<file path="config.mk">
export PLATFORM = sky130hd
export DESIGN_NAME = reg_wb_queue_flat
export DESIGN_NICKNAME = d
export VERILOG_FILES = /design/src/rtl/reg_wb_queue_pkg.sv /design/src/rtl/reg_wb_queue_if.sv /design/src/rtl/reg_wb_queue_fwd_match.sv /design/src/rtl/reg_wb_queue.sv /design/src/flat_wrapper.sv
export SDC_FILE = /design/constraint.sdc
export NUM_CORES = 1
export LEC_CHECK = 0
export ABC_AREA = 0
export ABC_CLOCK_PERIOD_IN_PS = 2800
export BUFFER_PORTS_ARGS = -buffer_cell sky130_fd_sc_hd__buf_2
export CAP_MARGIN = 20
export CORE_UTILIZATION = 32
export DETAILED_ROUTE_END_ITERATION = 10
export PLACE_DENSITY = 0.52
export SYNTH_ARGS = -nofsm -noshare
export SYNTH_HDL_FRONTEND = slang
export SYNTH_SLANG_ARGS = --single-unit
export TNS_END_PERCENT = 100
</file>
<file path="constraint.sdc">
create_clock -name clk -period 2.8 [get_ports clk]
set_input_delay 0.84 -clock clk [delete_from_list [all_inputs] [get_ports clk]]
set_output_delay 0.84 -clock clk [all_outputs]
set_load 0.02 [all_outputs]
</file>
<file path="src/rtl/reg_wb_queue_pkg.sv">
// Shared register-file definitions used by reg_wb_queue, reg_file and the hazard unit.
package reg_pkg;

  localparam int unsigned REG_ADDR_W = 5;
  localparam int unsigned REG_DATA_W = 32;
  localparam int unsigned REG_NUM    = 32;
  localparam logic [REG_ADDR_W-1:0] REG_ZERO = 5'd0;

  // One pending writeback: destination register and its data.
  typedef struct packed {
    logic                  valid;
    logic [REG_ADDR_W-1:0] wr;
    logic [REG_DATA_W-1:0] wd;
  } wb_entry_t;

endpackage

</file>
<file path="src/rtl/reg_wb_queue_if.sv">
// Writeback-queue bus: MEM/WB enqueue side, reg_file write port, decode forwarding taps.
interface reg_wb_queue_if
  import reg_pkg::*;
#(
  parameter int unsigned DEPTH  = 4,
  parameter int unsigned DATA_W = REG_DATA_W,
  parameter int unsigned ADDR_W = REG_ADDR_W
);
  localparam int unsigned CNT_W = $clog2(DEPTH) + 1;

  logic              enq_valid;
  logic              enq_ready;
  logic [ADDR_W-1:0] enq_wr;
  logic [DATA_W-1:0] enq_wd;
  logic              wb_hold;
  logic              write;
  logic [ADDR_W-1:0] WR;
  logic [DATA_W-1:0] WD;
  logic [ADDR_W-1:0] PR1;
  logic [ADDR_W-1:0] PR2;
  logic              fwd1_hit;
  logic [DATA_W-1:0] fwd1_data;
  logic              fwd2_hit;
  logic [DATA_W-1:0] fwd2_data;
  logic [CNT_W-1:0]  count;

  // Pipeline side: issues writebacks and read addresses.
  modport master (
    output enq_valid, enq_wr, enq_wd, wb_hold, PR1, PR2,
    input  enq_ready, write, WR, WD, fwd1_hit, fwd1_data, fwd2_hit, fwd2_data, count
  );

  // Queue side.
  modport slave (
    input  enq_valid, enq_wr, enq_wd, wb_hold, PR1, PR2,
    output enq_ready, write, WR, WD, fwd1_hit, fwd1_data, fwd2_hit, fwd2_data, count
  );

endinterface

</file>
<file path="src/rtl/reg_wb_queue_fwd_match.sv">
// Age-ordered search of the writeback queue for the youngest valid entry matching one read address.
module reg_wb_fwd_match
  import reg_pkg::*;
#(
  parameter int unsigned DEPTH  = 4,
  parameter int unsigned DATA_W = REG_DATA_W,
  parameter int unsigned ADDR_W = REG_ADDR_W
) (
  input  logic [DEPTH-1:0]             i_valid,
  input  logic [DEPTH-1:0][ADDR_W-1:0] i_wr,
  input  logic [DEPTH-1:0][DATA_W-1:0] i_wd,
  input  logic [$clog2(DEPTH)-1:0]     i_head,
  input  logic [ADDR_W-1:0]            i_pr,
  output logic                         o_hit_c,
  output logic [DATA_W-1:0]            o_data_c
);
  localparam int unsigned PTR_W = $clog2(DEPTH);

  function automatic logic [PTR_W-1:0] age_idx(input logic [PTR_W-1:0] head, input int k);
    return head + PTR_W'(k);
  endfunction

  // Walk oldest to youngest so the last match wins; register zero never forwards.
  always_comb begin
    o_hit_c  = 1'b0;
    o_data_c = '0;
    for (int k = 0; k < int'(DEPTH); k++) begin
      if (i_valid[age_idx(i_head, k)] && (i_wr[age_idx(i_head, k)] == i_pr) &&
          (i_pr != ADDR_W'(REG_ZERO))) begin
        o_hit_c  = 1'b1;
        o_data_c = i_wd[age_idx(i_head, k)];
      end
    end
  end

endmodule

</file>
<file path="src/rtl/reg_wb_queue.sv">
// Writeback queue in front of reg_file's single write port: FIFO of pending register writes,
// drained oldest first, one per cycle unless wb_hold. Forwarding of pending data to the decode
// read ports is built only when REG_WB_FWD_EN is defined.
module reg_wb_queue
  import reg_pkg::*;
#(
  parameter int unsigned DEPTH  = 4,
  parameter int unsigned DATA_W = REG_DATA_W,
  parameter int unsigned ADDR_W = REG_ADDR_W
) (
  input  logic         clk,
  input  logic         reset,
  reg_wb_queue_if.slave bus
);
  localparam int unsigned PTR_W = $clog2(DEPTH);
  localparam int unsigned CNT_W = PTR_W + 1;

  logic [PTR_W-1:0]             r_head;
  logic [PTR_W-1:0]             r_tail;
  logic [CNT_W-1:0]             r_count;
  logic [DEPTH-1:0]             r_valid;
  logic [DEPTH-1:0][ADDR_W-1:0] r_wr;
  logic [DEPTH-1:0][DATA_W-1:0] r_wd;

  logic w_full;
  logic w_nonempty;
  logic w_push;
  logic w_pop;

  assign w_full     = (r_count == CNT_W'(DEPTH));
  assign w_nonempty = (r_count != '0) & r_valid[r_head];
  // Writes to register zero complete the handshake but occupy no slot.
  assign w_push     = bus.enq_valid & ~w_full & (bus.enq_wr != ADDR_W'(REG_ZERO));
  assign w_pop      = w_nonempty & ~bus.wb_hold;

  assign bus.enq_ready = ~w_full;
  assign bus.write     = w_pop;
  assign bus.WR        = w_nonempty ? r_wr[r_head] : '0;
  assign bus.WD        = w_nonempty ? r_wd[r_head] : '0;
  assign bus.count     = r_count;

  // Pointer, occupancy and valid-bit bookkeeping.
  always_ff @(posedge clk or negedge reset) begin
    if (!reset) begin
      r_head  <= '0;
      r_tail  <= '0;
      r_count <= '0;
      r_valid <= '0;
    end else begin
      if (w_push) begin
        r_valid[r_tail] <= 1'b1;
        r_tail          <= r_tail + PTR_W'(1);
      end
      if (w_pop) begin
        r_valid[r_head] <= 1'b0;
        r_head          <= r_head + PTR_W'(1);
      end
      case ({w_push, w_pop})
        2'b10:   r_count <= r_count + CNT_W'(1);
        2'b01:   r_count <= r_count - CNT_W'(1);
        default: r_count <= r_count;
      endcase
    end
  end

  // Entry payload storage; contents are qualified by r_valid so it needs no reset.
  always_ff @(posedge clk) begin
    if (w_push) begin
      r_wr[r_tail] <= bus.enq_wr;
      r_wd[r_tail] <= bus.enq_wd;
    end
  end

`ifdef REG_WB_FWD_EN
  reg_wb_fwd_match #(.DEPTH(DEPTH), .DATA_W(DATA_W), .ADDR_W(ADDR_W)) u_fwd1 (
    .i_valid  (r_valid),
    .i_wr     (r_wr),
    .i_wd     (r_wd),
    .i_head   (r_head),
    .i_pr     (bus.PR1),
    .o_hit_c  (bus.fwd1_hit),
    .o_data_c (bus.fwd1_data)
  );

  reg_wb_fwd_match #(.DEPTH(DEPTH), .DATA_W(DATA_W), .ADDR_W(ADDR_W)) u_fwd2 (
    .i_valid  (r_valid),
    .i_wr     (r_wr),
    .i_wd     (r_wd),
    .i_head   (r_head),
    .i_pr     (bus.PR2),
    .o_hit_c  (bus.fwd2_hit),
    .o_data_c (bus.fwd2_data)
  );
`else
  // Without forwarding decode stalls while entries are pending; read addresses have no consumer.
  logic w_unused_pr;
  assign w_unused_pr   = ^{bus.PR1, bus.PR2};
  assign bus.fwd1_hit  = 1'b0;
  assign bus.fwd1_data = '0;
  assign bus.fwd2_hit  = 1'b0;
  assign bus.fwd2_data = '0;
`endif

endmodule

</file>
<file path="src/flat_wrapper.sv">
// flat-port wrapper written by rule: the top's interface ports become plain ports
module reg_wb_queue_flat import reg_pkg::*;
#(
  parameter int unsigned DEPTH  = 4,
  parameter int unsigned DATA_W = REG_DATA_W,
  parameter int unsigned ADDR_W = REG_ADDR_W
)
  (clk, reset, bus_enq_valid, bus_enq_wr, bus_enq_wd, bus_wb_hold, bus_PR1, bus_PR2, bus_enq_ready, bus_write, bus_WR, bus_WD, bus_fwd1_hit, bus_fwd1_data, bus_fwd2_hit, bus_fwd2_data, bus_count);
  reg_wb_queue_if #(.DEPTH(DEPTH), .DATA_W(DATA_W), .ADDR_W(ADDR_W)) bus_i ();
  input  logic clk;
  input  logic reset;
  input wire logic [$bits(bus_i.enq_valid)-1:0] bus_enq_valid;
  input wire logic [$bits(bus_i.enq_wr)-1:0] bus_enq_wr;
  input wire logic [$bits(bus_i.enq_wd)-1:0] bus_enq_wd;
  input wire logic [$bits(bus_i.wb_hold)-1:0] bus_wb_hold;
  input wire logic [$bits(bus_i.PR1)-1:0] bus_PR1;
  input wire logic [$bits(bus_i.PR2)-1:0] bus_PR2;
  output wire logic [$bits(bus_i.enq_ready)-1:0] bus_enq_ready;
  output wire logic [$bits(bus_i.write)-1:0] bus_write;
  output wire logic [$bits(bus_i.WR)-1:0] bus_WR;
  output wire logic [$bits(bus_i.WD)-1:0] bus_WD;
  output wire logic [$bits(bus_i.fwd1_hit)-1:0] bus_fwd1_hit;
  output wire logic [$bits(bus_i.fwd1_data)-1:0] bus_fwd1_data;
  output wire logic [$bits(bus_i.fwd2_hit)-1:0] bus_fwd2_hit;
  output wire logic [$bits(bus_i.fwd2_data)-1:0] bus_fwd2_data;
  output wire logic [$bits(bus_i.count)-1:0] bus_count;
  assign bus_i.enq_valid = bus_enq_valid;
  assign bus_i.enq_wr = bus_enq_wr;
  assign bus_i.enq_wd = bus_enq_wd;
  assign bus_i.wb_hold = bus_wb_hold;
  assign bus_i.PR1 = bus_PR1;
  assign bus_i.PR2 = bus_PR2;
  assign bus_enq_ready = bus_i.enq_ready;
  assign bus_write = bus_i.write;
  assign bus_WR = bus_i.WR;
  assign bus_WD = bus_i.WD;
  assign bus_fwd1_hit = bus_i.fwd1_hit;
  assign bus_fwd1_data = bus_i.fwd1_data;
  assign bus_fwd2_hit = bus_i.fwd2_hit;
  assign bus_fwd2_data = bus_i.fwd2_data;
  assign bus_count = bus_i.count;
  reg_wb_queue #(.DEPTH(DEPTH), .DATA_W(DATA_W), .ADDR_W(ADDR_W)) u_core (.clk(clk), .reset(reset), .bus(bus_i));
endmodule
</file>
After elaboration in Yosys (flattened, before gate mapping) --
Index checks and enable logic that the tools add are counted.
Word-level totals: bits in registers 159, bits in latches 0, RAM bits 0, ROM bits 0, bits of input ports 51, output and inout bits 108, word-level logic and storage cells 58, memories 0
Cells by class: add/subtract/negate cells 4, multipliers 0, div/mod/pow operators 0, order comparisons 4, equality and inequality tests 3, shifts and indexed selects 0, muxes and demuxes 21, bitwise gates (word level) 9, reduce and logical (&&, ||, !) cells 5
Operator list (number):
- 128-bit bitwise mux | 1
- 32-bit two-way mux | 3
- 32-bit binary-select mux with 2-bit select | 1
- 32-bit demux with 2-bit select | 1
- 20-bit bitwise mux | 1
- 5-bit two-way mux | 3
- 5-bit binary-select mux with 2-bit select | 1
- 5-bit demux with 2-bit select | 1
- 4-bit two-way mux | 2
- 2-bit by 3-bit less-than comparator with 1-bit output (second input constant) | 2
- 3-bit case mux with 2 select lines | 1
- 5-bit nonzero test | 1
- 2-bit by 1-bit adder with 2-bit output (second input constant) | 2
- 1-bit bitwise AND | 4
- 4-bit bitwise AND | 1
- 1-bit demux with 2-bit select | 2
- 2-bit by 1-bit >= comparator with 1-bit output (second input constant) | 2
- 4-bit inverter | 1
- 4-bit bitwise OR | 1
- 3-bit by 1-bit adder with 3-bit output (second input constant) | 1
- 3-bit equality test (second input constant) | 1
- 1-bit two-way mux | 3
- 3-bit nonzero test | 1
- 3-bit by 1-bit subtractor with 3-bit output (second input constant) | 1
- 6 further kinds | 8

Longest topological paths before layout --
depth in word-level cells 8, mapped depth 10

Worst setup path after synthesis --
OpenSTA, ideal clock, no wires.
kind input to register, from input port bus_enq_wr[0], to register u_core.r_count[2] (netlist: u_core.bus.count[2]), library setup time 0.080 ns, arrival time 2.667 ns, slack 0.054 ns, cell stages on the path 9, buffers on the path 0, cells stage by stage or4_4 o211a_1 inv_1 ha_1 inv_1 fa_1 xor2_1 nor2_1 xor2_1
On the way: word-level cells in the longest chain between the ends 4, elaborated cells between the ends (all ways) 6, classes of those cells 2 x eq/ne; 1 x mux; 1 x bitwise; 2 x reduce/logical
RTL lines:
- start: declaration | line flat_wrapper.sv:13 | input wire logic [$bits(bus_i.enq_wr)-1:0] bus_enq_wr;
- 5-bit nonzero test * | line reg_wb_queue.sv:33 | assign w_push = bus.enq_valid & ~w_full & (bus.enq_wr != ADDR_W'(REG_ZERO));
- 1-bit bitwise AND * | line reg_wb_queue.sv:33
- 2-bit by 1-bit equality test with 1-bit output or 2-bit equality test (tied branches) | line reg_wb_queue.sv:58 | case ({w_push, w_pop})
- 3-bit case mux with 2 select lines or 2-bit nonzero test (tied branches)
- end signal: assignment | line reg_wb_queue.sv:59 | 2'b10: r_count <= r_count + CNT_W'(1);
- end signal: assignment | line reg_wb_queue.sv:60 | 2'b01: r_count <= r_count - CNT_W'(1);
- end signal: assignment | line reg_wb_queue.sv:61 | default: r_count <= r_count;
- end: declaration | line reg_wb_queue.sv:20 | logic [CNT_W-1:0] r_count;
Every way passes the cells marked *; elsewhere a longest branch is shown, timed or not. A chain may end at the register's enable or synchronous reset.

Final worst setup path --
from register u_core.r_head[0], to output port bus_WD[11]
On the way: word-level cells in the longest chain between the ends 4, elaborated cells between the ends (all ways) 6, classes of those cells 5 x mux; 1 x bitwise
RTL lines:
- start: declaration | line reg_wb_queue.sv:18 | logic [PTR_W-1:0] r_head;
- start signal: assignment | line reg_wb_queue.sv:56 | r_head <= r_head + PTR_W'(1);
- 1-bit binary-select mux with 2-bit select | line reg_wb_queue.sv:31 | assign w_nonempty = (r_count != '0) & r_valid[r_head];
- 1-bit two-way mux (implied by the code) | line reg_wb_queue.sv:31
- 1-bit bitwise AND | line reg_wb_queue.sv:31
- 32-bit two-way mux * | line reg_wb_queue.sv:39 | assign bus.WD = w_nonempty ? r_wd[r_head] : '0;
- end: declaration | line flat_wrapper.sv:21 | output wire logic [$bits(bus_i.WD)-1:0] bus_WD;
Every way passes the cells marked *; elsewhere a longest branch is shown, timed or not. The select of a mux whose other input is x is not followed.

==> results.md <==
* Worst Hold Class: in2async
* Pleak at 3.25 nW
* Setup Crit Path Kind: reg2out
* Layout cells sized above 1 at 44.2%
* Largest net degree at the start of global routing at 23
* Crit path launch type: flop
* Rows at 52
* Layout area overhead at 25.2%
* Routed Antenna Nets at 0
* Starting density of the core at 33.1%
* Place WS at -0.0646 ns
* Synth area leaders: edfxtp_1 65%, mux4_2 13%, buf_4 7.6%
* Tcrit/Tclk final at 103%
* Ys Warns at 0
* CP required at 1.96 ns
* Netlist Area Pre-Place at 0.00679 mm2
* CTS Buffer Depth at 2
* Residual DRC count at 0
* Avg Inst Size Synth at 18.5 um2
* Starting DRT DRC Count at 176
* Post-Route Skew at 0.00723 ns
* Most numerous cell in the Yosys netlist: edfxtp_1
* Min cycle time layout at 2.88 ns
* Final hold viol count at 0
* Top cell type by total area after synthesis: edfxtp_1
* IO Pins at 159
* Final Max Slew Viols at 0
* Skew-Pair Late Insertion Delay at 0.41 ns
* RSZ-0062 raised after global routing: true
* I/O Buffers at 82
* Post-DR wirelength/cell at 17.8 um
* Number of global-route vias before repair at 3,615
* Failing checks: setup timing
* Outcome: finished with violations
* Share of the synthesized area in the top cell type at 65.5%
* Fmax at 347 MHz
* Top cells by count, synth: 148 x edfxtp_1, 69 x buf_4, 38 x mux4_2, 37 x and3_1, 16 x inv_1
* Total length of routed met3 wires at 666 um
* Vias post-DR at 3,392
* Floorplan core area at 0.0205 mm2
* Max-Cap Viols at 0
* Post-Route Utilization at 41.5%
* CTS clock-pin slew for the worst setup and hold paths at 0.06 ns
* Sequential cell area fraction in the yosys report at 69.5%
* Total die area at 0.0218 mm2
* Max FO, Critical Path at 8
* Post-synth EDFFs at 148
* Global-route wire length before repair at 20.2 mm
* Initial antenna violation count at 1
* Main synth FF type: edfxtp_1
* Power density cells at 1270 mW/mm2
* GP Congestion at 0.673
* DIE WIDTH at 148 um
* Net count, final at 544
* Worst endpoint data arrival time at 2.04 ns
* CTS HTree Levels at 4
* WL met2 at 6.84 mm
* GR Overflow Total at 0
* Routed WL at 13.6 mm
* Final setup fails at 38
* Root buffer cell: clkbuf_16
* Top sig layer: met4
* TritonCTS clock tree: built
* WL met1 at 6.05 mm
* Clock net sink count at 159
* Max VDD drop at 0.560 mV
* TritonCTS Buffers at 17
* Final setup margin at -0.0824 ns
* Yosys reg bits at 159
* Fillers at 1,875
* Cells after Synth at 367
* Total GRT Usage at 12.7%
* Crit. End Element: primary output
* Synth cell types at 24
* Post-synth ARST share at 6.92%
* Drt first pass iters at 4
* Ant diodes at 0
* Vias per cell at 4.43
* Die Span Y at 148 um
* Dpl hpwl at 8.47 mm
-- critical path: stages (launching register included) --
cell,delay [ns]
dfrtp_4,0.46
mux4_2,0.54
buf_12,0.18
buf_12,0.13
and3_1,0.15
buf_2,0.16
-- metrics by stage --
step                setup TNS (ns)  instances  area, um2  hold slack (ns)  power [mW]
floorplan                        0        432       7030            0.496        5.99
global placement           -0.0464        726       7430            0.494        7.24
detailed placement         -0.0646        726       7430            0.515        7.28
CTS                          -3.53        759       8080            0.280        9.76
global route                 -4.68        766       8500            0.289        11.4
finish                       -2.20        766       8500            0.293        10.8
-- routing by layer --
| metal | vias to the layer above | track usage, % |
|---|---|---|
| met5 | - | 0 |
| met3 | 6 | 3.89 |
| met1 | 1735 | 15.6 |
| li1 | 1523 | - |
| met2 | 128 | 21.4 |
| met4 | 0 | 3.81 |
-- kinds of logic after synthesis --
kind of cell,Yosys count,share of synthesized area [%]
flip-flops,159,69.5
AND/OR/NAND/NOR,42,3.98
other,1,0.0552
adder cells (fa/ha/maj),10,1.95
multiplexers,41,13.2
buffers and inverters,100,9.53
XOR/XNOR,5,0.645
AO/OA/AOI/OAI,9,1.11
-- area by class of cell --
type | count | area [um2] | area share [%]
well taps | 270 | 338 | 3.98
multi-input cells | 173 | 1780 | 20.9
flip-flops and latches | 159 | 4720 | 55.6
repair buffers | 116 | 980 | 11.5
inverters | 16 | 60.1 | 0.707
clock buffers | 17 | 425 | 5.01
clock inverters | 15 | 193 | 2.27
-- flip-flops by register name, summed over array words and instances (netlist names) --
register	count
u_core.r_wd	128
u_core.bus.count	3
u_core.r_valid	4
u_core.r_head	2
u_core.r_tail	2
u_core.r_wr	20
-- power by group --
group	leakage, nW	switching, mW	internal (mW)	total [mW]
clock	0.297	0.901	1.49	2.39
combinational	1.47	2.53	2.60	5.13
sequential	1.48	0.154	3.16	3.31
total	3.25	3.59	7.24	10.8
-- what timing repair did --
item                                    in CTS  in global routing
buffers inserted                             1                  3
hold buffers                                 0                  0
endpoints found under the setup margin      38                 38
resized for setup                            6                 88
hold endpoints to repair                     0                  0
gates cloned                                 0                  4
-- cells in the final DEF, fill, tap and decap left out, types with 2 or more instances in the layout --
cell        synthesis  final
dfrtp_1            11      9
bufinv_16           0      4
inv_6               0      2
buf_2               4     51
conb_1              1     66
clkinv_2            0      4
inv_2               0      4
inv_1              16     12
xor2_1              2      2
buf_6               1     37
edfxtp_1          148    148
mux4_2             38     38
and3_4              0     22
o2111ai_1           4      4
buf_12              0      5
a22oi_1             4      4
clkinvlp_4          0      3
and3_1             37     15
mux2_4              2      2
xnor2_1             3      3
clkbuf_16           0     19
ha_1                9      9
buf_4              69     21
-- worst paths after layout --
path	cells past startpoint	slack, ns	start	endpoint
max in group asynchronous	1	2.26	reset	u_core.r_head[0]
worst max-delay path	5	-0.08	u_core.r_head[0]	bus_WD[11]
worst min register to register	2	0.52	u_core.r_valid[1]	u_core.r_valid[1]
worst max register to register	10	0.32	u_core.r_head[0]	u_core.bus.count[2]
worst min-delay path	1	0.29	reset	u_core.bus.count[2]
min in group clk	2	0.52	u_core.r_valid[1]	u_core.r_valid[1]
Note: power is estimated with default switching activity, not from simulation.
